`config.mk`:
```
export PLATFORM = sky130hd
export DESIGN_NAME = led_pattern_sequencer
export DESIGN_NICKNAME = d
export VERILOG_FILES = /design/src/rtl/led_pattern_sequencer.sv
export SDC_FILE = /design/constraint.sdc
export NUM_CORES = 1
export LEC_CHECK = 0
export ABC_AREA = 1
export ABC_CLOCK_PERIOD_IN_PS = 4140
export BUFFER_PORTS_ARGS = -buffer_cell sky130_fd_sc_hd__buf_4
export CORE_UTILIZATION = 40
export CTS_BUF_LIST = sky130_fd_sc_hd__clkbuf_8
export CTS_CLUSTER_DIAMETER = 120
export DETAILED_ROUTE_END_ITERATION = 7
export GPL_TIMING_DRIVEN = 0
export SLEW_MARGIN = 10
export SYNTH_ARGS = -nofsm -noshare
export SYNTH_HDL_FRONTEND = slang
export SYNTH_SLANG_ARGS = --single-unit
export TNS_END_PERCENT = 10
```
`constraint.sdc`:
```
create_clock -name clk_40mhz -period 4.14 [get_ports clk_40mhz]
set_clock_uncertainty 0.2 [all_clocks]
set_input_delay 0.207 -clock clk_40mhz [delete_from_list [all_inputs] [get_ports clk_40mhz]]
set_output_delay 0.207 -clock clk_40mhz [all_outputs]
set_load 0.02 [all_outputs]
```
`src/rtl/led_pattern_sequencer.sv`:
```
// Steps the board LEDs through COUNT/SCAN/BLINK/SHIFT patterns at a programmable
// rate, with mode changes deferred to a step boundary and PWM brightness gating.
module led_pattern_sequencer #(
    parameter int STEP_PERIOD_CYCLES = 5000000,
    parameter int LED_WIDTH          = 8,
    parameter int PWM_BITS           = 4
) (
    input  logic                 clk_40mhz,
    input  logic                 rst_n,
    input  logic                 mode_valid,
    output logic                 mode_ready,
    input  logic [1:0]           mode,
    input  logic [PWM_BITS-1:0]  brightness,
    input  logic                 pause,
    output logic                 step_strobe,
    output logic [LED_WIDTH-1:0] led
);

    localparam int                   PRE_W    = $clog2(STEP_PERIOD_CYCLES);
    localparam logic [PRE_W-1:0]     PRE_LAST = PRE_W'(STEP_PERIOD_CYCLES - 1);
    localparam logic [LED_WIDTH-1:0] LSB_ONE  = LED_WIDTH'(1);
    localparam logic [LED_WIDTH-1:0] MSB_ONE  = LSB_ONE << (LED_WIDTH - 1);
    localparam logic [LED_WIDTH-1:0] ALL_ON   = '1;
    localparam logic [LED_WIDTH-1:0] ALL_OFF  = '0;

    typedef enum logic [1:0] {
        MODE_COUNT = 2'd0,
        MODE_SCAN  = 2'd1,
        MODE_BLINK = 2'd2,
        MODE_SHIFT = 2'd3
    } mode_t;

    typedef enum logic {
        ST_RUN,
        ST_PENDING
    } state_t;

    state_t               state;
    state_t               state_next;
    mode_t                cur_mode;
    mode_t                pending_mode;
    logic [PRE_W-1:0]     prescaler;
    logic [PWM_BITS-1:0]  pwm_cnt;
    logic [LED_WIDTH-1:0] pattern;
    logic [LED_WIDTH-1:0] pattern_next;
    logic                 scan_up;
    logic                 scan_up_next;
    logic                 wrap;
    logic                 accept;
    logic                 load;
    logic                 gate;

    function automatic logic [LED_WIDTH-1:0] init_pattern(input mode_t m);
        logic [LED_WIDTH-1:0] p;
        p = ALL_OFF;
        case (m)
            MODE_COUNT: p = ALL_OFF;
            MODE_SCAN:  p = LSB_ONE;
            MODE_BLINK: p = ALL_ON;
            MODE_SHIFT: p = LSB_ONE;
            default:    p = ALL_OFF;
        endcase
        return p;
    endfunction

    // Returns {scan direction, next pattern}; direction only changes in SCAN.
    function automatic logic [LED_WIDTH:0] advance(input mode_t m,
                                                   input logic [LED_WIDTH-1:0] p,
                                                   input logic up);
        logic [LED_WIDTH-1:0] n;
        logic                 d;
        n = p;
        d = up;
        case (m)
            MODE_COUNT: n = p + LSB_ONE;
            MODE_SCAN: begin
                if (up) begin
                    if (p == MSB_ONE) begin
                        d = 1'b0;
                        n = p >> 1;
                    end else begin
                        n = p << 1;
                    end
                end else begin
                    if (p == LSB_ONE) begin
                        d = 1'b1;
                        n = p << 1;
                    end else begin
                        n = p >> 1;
                    end
                end
            end
            MODE_BLINK: n = (p == ALL_ON) ? ALL_OFF : ALL_ON;
            MODE_SHIFT: n = {p[LED_WIDTH-2:0], p[LED_WIDTH-1]};
            default:    n = p;
        endcase
        return {d, n};
    endfunction

    assign wrap   = !pause && (prescaler == PRE_LAST);
    assign accept = mode_valid && mode_ready;
    assign load   = wrap && (state == ST_PENDING);
    assign gate   = (brightness == '1) || (pwm_cnt < brightness);

    always_ff @(posedge clk_40mhz) begin
        if (!rst_n) begin
            state <= ST_RUN;
        end else begin
            state <= state_next;
        end
    end

    // A wrap in the accept cycle still sees ST_RUN, so it advances the old mode.
    always_comb begin
        state_next = state;
        mode_ready = 1'b0;
        case (state)
            ST_RUN: begin
                mode_ready = 1'b1;
                if (mode_valid) begin
                    state_next = ST_PENDING;
                end
            end
            ST_PENDING: begin
                if (wrap) begin
                    state_next = ST_RUN;
                end
            end
            default: state_next = ST_RUN;
        endcase
    end

    always_comb begin
        pattern_next = pattern;
        scan_up_next = scan_up;
        if (load) begin
            pattern_next = init_pattern(pending_mode);
            scan_up_next = 1'b1;
        end else if (wrap) begin
            {scan_up_next, pattern_next} = advance(cur_mode, pattern, scan_up);
        end
    end

    always_ff @(posedge clk_40mhz) begin
        if (accept) begin
            pending_mode <= mode_t'(mode);
        end
    end

    always_ff @(posedge clk_40mhz) begin
        if (!rst_n) begin
            cur_mode    <= MODE_COUNT;
            pattern     <= ALL_OFF;
            scan_up     <= 1'b1;
            prescaler   <= '0;
            pwm_cnt     <= '0;
            step_strobe <= 1'b0;
            led         <= ALL_OFF;
        end else begin
            if (!pause) begin
                prescaler <= wrap ? '0 : prescaler + 1'b1;
            end
            pwm_cnt     <= pwm_cnt + 1'b1;
            step_strobe <= wrap;
            pattern     <= pattern_next;
            scan_up     <= scan_up_next;
            if (load) begin
                cur_mode <= pending_mode;
            end
            led <= pattern & {LED_WIDTH{gate}};
        end
    end

endmodule

```
==> results of run 1 <==
-- cell usage in the layout (no fill, tap or decap), types with 2 or more instances in the layout --
cell           synthesis  routed
nand2_1               77      77
nor2_1                70      70
dfxtp_1               48      48
inv_1                 47      47
nand3_1               32      32
a21oi_1               28      28
buf_4                  0      19
o21ai_0               12      12
nand4_1               11      11
nor3_1                10      10
inv_2                  9       9
ha_1                   8       8
nor2_2                 7       7
xor2_1                 6       6
o21ai_1                5       5
clkbuf_8               0       5
dlygate4sd3_1          0       5
o21ai_2                4       4
o31ai_1                4       4
buf_2                  3       3
nand2_2                3       3
nor2_4                 3       3
a21boi_1               3       3
nor4_1                 3       3
and2_1                 2       2
clkbuf_1               2       2
o21a_1                 2       2
a31oi_1                2       2
edfxtp_1               2       2
-- worst register-to-register path: stages (launching register included) --
cell     delay (ns)
dfxtp_1        0.40
ha_1           0.23
nand3_2        0.11
inv_2          0.09
nand2_2        0.06
nor2_4         0.09
nand3_4        0.18
nand2_4        0.15
inv_2          0.10
buf_6          0.16
nand2_1        0.07
nor2_1         0.03
-- sequential cells by signal (all words and copies together) (netlist names) --
register / count
led: 8
pwm_cnt: 4
pattern: 8
state: 1
pending_mode: 2
prescaler: 23
scan_up: 1
step_strobe: 1
cur_mode: 2
-- per-layer routing --
layer | up-vias | global-route usage | wire (um) | part of all wire
met2 | 55 | 0.340 | 3240 | 0.48
met3 | 9 | 0.0327 | 263 | 0.039
li1 | 1409 | - | - | -
met4 | 0 | 0.0515 | 93 | 0.014
met5 | - | 0 | 0 | 0
met1 | 1246 | 0.247 | 3110 | 0.46
-- through the flow --
stage               cells  area (um^2)
floorplan             415         2820
global placement      530         3080
detailed placement    530         3080
CTS                   543         3230
global route          543         3230
finish                543         3230
-- report_power, final --
part	internal (mW)	switching, mW
clock network	0.127	0.187
logic	0.0203	0.0282
registers	0.490	0.00593
-- cells by family after synthesis --
| family | count (synthesis) |
|---|---|
| buf+inv | 63 |
| fa+ha+maj | 8 |
| compound gates | 61 |
| xor+xnor | 7 |
| flops | 50 |
| simple gates | 226 |
-- cell type report --
| class | instances | area [um^2] |
|---|---|---|
| Multi-Input combinational cell | 302 | 1550 |
| Buffer | 6 | 33.8 |
| Clock buffer | 5 | 68.8 |
| Clock inverter | 3 | 28.8 |
| Fill cell | 697 | 3560 |
| Timing Repair Buffer | 24 | 193 |
| Inverter | 57 | 214 |
| Sequential cell | 50 | 1020 |
| Tap cell | 96 | 120 |
-- worst min path at each step --
stage                               startpoint                    endpoint  slack, ns  cells after the start
CTS                      pwm_cnt[0]$_SDFF_PN0_       pwm_cnt[0]$_SDFF_PN0_       0.28                      1
finish                   pwm_cnt[0]$_SDFF_PN0_       pwm_cnt[0]$_SDFF_PN0_       0.27                      1
global route        prescaler[18]$_SDFFE_PN0N_  prescaler[18]$_SDFFE_PN0N_       0.30                      2
detailed placement                     mode[0]   pending_mode[0]$_DFFE_PP_       0.19                      1
global placement                       mode[0]   pending_mode[0]$_DFFE_PP_       0.19                      1
floorplan                                rst_n       pwm_cnt[1]$_SDFF_PN0_       0.10                      2
-- what timing repair did --
item	in CTS	in global routing
resized for setup	0	0
hold buffers	5	0
endpoints found under the hold margin	8	0
==> summary.md, run 1 <==
| Metric | Value |
|---|---|
| Status | complete, no violations |
| Critical path, cell by cell | ha_1 -> nand3_2 -> inv_2 -> nand2_2 -> nor2_4 -> nand3_4 -> nand2_4 -> inv_2 -> buf_6 -> nand2_1 -> nor2_1 |
| Levels on crit path | 11 |
| Total GRT Usage | 0.195 |
| GRT overflow | 0 |
| Post-synth top area share | 0.341 |
| Pwr/cell area | 266 mW/mm^2 |
| Mapped Cells | 415 |
| Clock Path Buffers | 2 |
| Port bufs | 19 |
| #FFs+latches synth | 50 |
| Most used cell, CP | inv_2 |
| Synth area leaders | dfxtp_1, nand2_1, nor2_1 |
| Post-synth cell types | 38 |
| Setup crit end kind | flip-flop |
| Drt first pass iters | 4 |
| CTS root buffer | clkbuf_8 |
| Post-synthesis compound-gate area fraction | 0.123 |
| FF-to-FF Start | prescaler[0]$_SDFFE_PN0N_ |
| Largest family of logic cells by synthesized area | simple AND/OR/NAND/NOR gates |
| Tcrit/Tclk final | 0.478 |
| Die height | 86.0 um |
| Max-Slew Margin vs Limit | 0.585 |
| Ys async rst share | 0 |
| Area leader, netlist | dfxtp_1 |
| P&R area growth vs syn | 14.5% |
| Syn_nets | 433 |
| RePlAce Congestion | 0.928 |
| R2R setup slack | 2.16 ns |
| Ant. Diodes | 0 |
| Req. time, crit path | 4.15 ns |
| Core Util, Final | 0.476 |
| Worst-case reg-to-reg path depth | 11 |
| CP delay by family, top | simple AND/OR/NAND/NOR gates |
| Cell Area, Synth | 0.00282 mm^2 |
| Hold WS | 0.269 ns |
| Slew Limit Fails | 0 |
| Max incr delay on CP | 0.40 ns |
| Layout Nets | 464 |
| Starting DRT DRC Count | 161 |
| CP endpoint | prescaler[17]$_SDFFE_PN0N_ |
| CP Data Arrival Time | 1.99 ns |
| Clock Sinks | 50 |
| Die Footprint | 0.00739 mm^2 |
| Global-route wire length before repair | 11.4 mm |
| Maximum vdd drop | 0.137 mV |
| Later-pin clock latency in the skew report | 0.32 ns |
| CP Max Fanout | 10 |
| Largest net degree at the start of global routing | 19 |
| I/O Pins | 20 |
| WL per Instance | 12.3 um |
| Syn avg cell area | 6.80 um^2 |
| Max-cap violations | 0 |
| CP Buf/Inv Count | 3 |
| Die Wd | 86.0 um |
| YS warnings | 0 |
| Unrepaired setup endpoints after global routing | no |
| H-Tree Depth | 2 |
| Initial Util | 0.415 |
| Post-route ant nets | 0 |
| CP max stage cell | dfxtp_1 |
| Detailed Place HPWL | 5.11 mm |
| Post-Synth Adder-Cell Area | 0.0355 |
| Cts bufs inserted | 5 |
| Most common library cells after synthesis | nand2_1, nor2_1, dfxtp_1, inv_1, nand3_1 |
| CP startpoint kind | flip-flop |
| Synth Area in Simple Gates | 0.370 |
| CTS clock-pin slew for the worst setup and hold paths | 0.10 ns |
| Post-CTS Setup Repair Bufs | 0 |
| Leak | 1.36 nW |
| Crit path launch | prescaler[0]$_SDFFE_PN0N_ |
| Ys flop type | dfxtp_1 |
| Total wire length | 6.70 mm |
| Initial antenna violation count | 0 |
| Fmax | 505 MHz |
| Number of global-route vias before repair | 2516 |
| Power, Total | 0.859 mW |
| Post-Route Setup TNS | 0 ns |
| Worst Tran Pin Value | 0.617 ns |
| Setup WS post-layout | 2.16 ns |
| Setup Crit Path Kind | reg -> reg |
| Xor-xnor portion of the synthesized cell area | 0.0217 |
| Pre-CTS setup slack | 2.18 ns |
| Routed vias | 2719 |
| Minimum clock period | 1.98 ns |
| HP Class | reg -> reg |
| TritonCTS clock tree | done |
| Count leader, synth | nand2_1 |
| Sequential share of the synthesized area | 0.362 |
| Row Count | 30 |
| # DRC | 0 |
| Post-synth EDFFs | 2 |
| Mux cell area share after synthesis | 0 |
| Core area | 0.00679 mm^2 |
| FF-to-FF End | prescaler[17]$_SDFFE_PN0N_ |
| Share of post-route cells with drive strength above 1 | 0.139 |
| Final hold violation count | 0 |
| Setup Viol. Count Final | 0 |
| Routed vias/inst | 5.01 |
Power figures use the tool's default switching activity.
==> inputs of run 2 (changes only) <==
Settings changed: ABC_AREA 1 to 0, ABC_CLOCK_PERIOD_IN_PS 4140 to 1600.
Clock period 4.14 ns to 1.6 ns, I/O delays scaled along.
==> summary.md, run 2 <==
| Metric | Value |
|---|---|
| Slew Limit Fails | 0 (unchanged) |
| CP Buf/Inv Count | 0 (-3) |
| HP Class | in -> reg |
| Global-route wire length before repair | 11.4 mm (-0.43%) |
| Total GRT Usage | 0.203 (+0.00803) |
| Sequential share of the synthesized area | 0.389 (+0.0267) |
| Die height | 83.1 um (-3.4%) |
| Drt first pass iters | 4 (unchanged) |
| Largest register FFs | 23 (unchanged) |
| Ys async rst share | 0 (unchanged) |
| CP delay by family, top | simple AND/OR/NAND/NOR gates |
| Initial Util | 0.414 (-0.00149) |
| Ys flop type | dfxtp_1 |
| Leak | 1.15 nW (-15%) |
| Post-route ant nets | 0 (unchanged) |
| Req. time, crit path | 1.58 ns (-2.57 ns) |
| Levels on crit path | 6 (-5) |
| Minimum clock period | 2.20 ns (+0.220 ns) |
| GRT overflow | 0 (unchanged) |
| RePlAce Congestion | 0.903 (-2.7%) |
| Most frequent cells in the layout | dfxtp_1, nor2_1, buf_4 |
| Initial antenna violation count | 0 (unchanged) |
| YS warnings | 0 (unchanged) |
| Post-Route Setup TNS | -16.27 ns (-16.27 ns) |
| Worst-case reg-to-reg path depth | 6 (-5) |
| Most common library cells after synthesis | dfxtp_1, nor2_1, nand2_1, inv_1 |
| Post-synth cell types | 48 (+26%) |
| Fmax | 455 MHz (-10%) |
| Final hold violation count | 0 (unchanged) |
| H-Tree Depth | 2 (unchanged) |
| Maximum vdd drop | 0.453 mV (+230%) |
| Unrepaired setup endpoints after global routing | yes |
| Core Util, Final | 0.527 (+0.0508) |
| Hold WS | 0.00721 ns (-0.261 ns) |
| Largest net degree at the start of global routing | 17 (-2) |
| Share of post-route cells with drive strength above 1 | 0.256 (+0.117) |
| # DRC | 0 (unchanged) |
| Post-synthesis compound-gate area fraction | 0.171 (+0.0481) |
| Tcrit/Tclk final | 1.37 (+0.896) |
| Die Wd | 83.1 um (-3.4%) |
| Clock Path Buffers | 2 (unchanged) |
| CP Data Arrival Time | 2.17 ns (+0.18 ns) |
| Mux cell area share after synthesis | 0.00762 (+0.00762) |
| Detailed Place HPWL | 4.61 mm (-9.8%) |
| Row Count | 29 (-3.3%) |
| Setup Viol. Count Final | 42 (+42) |
| Ant. Diodes | 0 (unchanged) |
| CP startpoint kind | flip-flop |
| Count leader, synth | dfxtp_1 |
| Syn avg cell area | 8.48 um^2 (+25%) |
| Failing checks | negative setup slack |
| Commonest non-fill, non-tap cell in the layout | dfxtp_1 |
| Largest regs | prescaler x23, led x8, pattern x8 |
| Pwr/cell area | 755 mW/mm^2 (+180%) |
| Most used cell, CP | a31oi_4 |
| P&R area growth vs syn | 27.2% |
| Mapped Cells | 310 (-25%) |
| Post-Synth Adder-Cell Area | 0.0381 (+0.00262) |
| TritonCTS clock tree | done |
| Top reg by flops | prescaler |
| WL per Instance | 15.8 um (+28%) |
| Setup Crit Path Kind | reg -> reg |
| Core area | 0.00635 mm^2 (-6.5%) |
| #FFs+latches synth | 50 (unchanged) |
| Synth area leaders | dfxtp_1, nor2_1, xnor2_1 |
| CTS root buffer | clkbuf_8 |
| Port bufs | 19 (unchanged) |
| Cell Area, Synth | 0.00263 mm^2 (-6.9%) |
| Number of global-route vias before repair | 2331 (-7.4%) |
| Post-synth top area share | 0.366 (+0.0251) |
| Status | finished with violations |
| Total wire length | 6.70 mm (unchanged) |
| CP max stage cell | or4_4 |
| Clock Sinks | 50 (unchanged) |
| Largest family of logic cells by synthesized area | simple AND/OR/NAND/NOR gates |
| Worst Tran Pin Value | 0.711 ns (+0.0935 ns) |
| Area leader, netlist | dfxtp_1 |
| Post-synth EDFFs | 2 (unchanged) |
| Layout Nets | 365 (-21%) |
| CP Max Fanout | 7 (-3) |
| Routed vias/inst | 5.66 (+13%) |
| Xor-xnor portion of the synthesized cell area | 0.0933 (+0.0716) |
| Cts bufs inserted | 5 (unchanged) |
| I/O Pins | 20 (unchanged) |
| Pre-CTS setup slack | -0.728 ns (-2.91 ns) |
| Setup WS post-layout | -0.599 ns (-2.76 ns) |
| Die Footprint | 0.00690 mm^2 (-6.7%) |
| Routed vias | 2405 (-12%) |
| Starting DRT DRC Count | 96 (-40%) |
| FILL cells | 611 (-12%) |
| Critical path, cell by cell | ha_4 -> and4b_2 -> nand2_2 -> or4_4 -> a31oi_4 -> a31oi_4 |
| Max-cap violations | 0 (unchanged) |
| Later-pin clock latency in the skew report | 0.32 ns (about the same) |
| Syn_nets | 328 (-24%) |
| CTS clock-pin slew for the worst setup and hold paths | 0.11 ns (about the same) |
| Max-Slew Margin vs Limit | 0.526 (-0.0588) |
| Max incr delay on CP | 0.56 ns (+0.16 ns) |
| Synth Area in Simple Gates | 0.252 (-0.118) |
| Setup crit end kind | flip-flop |
| Hold path depth | 5 (+4) |
[run 2: changes by cell type after synthesis, sizes merged, moves of 6 or more]
cell | before | now
nand2 | 81 | 24
inv | 56 | 18
xnor2 | 1 | 15
a211oi | 0 | 11
o21ai | 21 | 14
nand3 | 34 | 14
xor2 | 6 | 13
nor4 | 3 | 10
clkbuf | 2 | 8
a21oi | 28 | 15
nor2 | 80 | 36
[run 2: cells by family (layout without fill, tap and decap cells)]
family          after synthesis  after routing
simple gates                128            128
xor+xnor                     28             28
mux                           2              2
compound gates               64             64
fa+ha+maj                     8              8
buf+inv                      30             68
flops                        50             50
[run 2: final cells by class]
type | instances | area, um^2 | area share
Multi-Input combinational cell | 230 | 1690 | 0.506
Clock buffer | 5 | 68.8 | 0.0206
Clock inverter | 3 | 68.8 | 0.0206
Buffer | 9 | 53.8 | 0.0161
Timing Repair Buffer | 33 | 260 | 0.0778
Inverter | 18 | 67.6 | 0.0202
Sequential cell | 50 | 1040 | 0.310
Tap cell | 77 | 96.3 | 0.0288
[run 2: tightest hold or removal path, cell delays in order]
cell and delay (ns):
buf_4 0.11, nor4_1 0.08, nand3_1 0.10, xor2_1 0.07
nor2_1 0.07
[run 2: worst paths after layout]
kind,from,end,slack (ns)
setup reg to reg,prescaler[0]$_SDFFE_PN0N_,pattern[1]$_SDFFE_PN0P_,-0.60
setup / recovery,prescaler[0]$_SDFFE_PN0N_,pattern[1]$_SDFFE_PN0P_,-0.60
hold reg to reg,pwm_cnt[0]$_SDFF_PN0_,pwm_cnt[0]$_SDFF_PN0_,0.27
hold / removal,pause,prescaler[22]$_SDFFE_PN0N_,0.007
[run 2: layer usage]
layer  global-route usage  wire length, um  vias up
li1                     -                -     1188
met1                0.281             3230     1157
met3               0.0348              246       12
met2                0.320             3120       48
met5                    0                0        -
met4               0.0643              107        0
[run 2: timing repair]
item	CTS	global route
buffers inserted	7	3
cloned	0	0
endpoints found under the setup margin	47	48
hold buffers	5	0
pin swaps	15	7
endpoints found under the hold margin	16	0
gates resized for setup	30	20
[run 2: power breakdown]
group	internal, mW	switching, mW	leakage (nW)
registers	1.27	0.0143	0.411
logic	0.0741	0.0876	0.676
clock network	0.627	0.454	0.0683
[run 2: through the flow]
| stage | area, um^2 | std cells | power [mW] |
|---|---|---|---|
| floorplan | 2640 | 310 | 1.39 |
| finish | 3340 | 425 | 2.52 |
| CTS | 3260 | 425 | 2.53 |
| global route | 3340 | 425 | 2.62 |
| detailed placement | 2880 | 406 | 1.44 |
| global placement | 2880 | 406 | 1.44 |
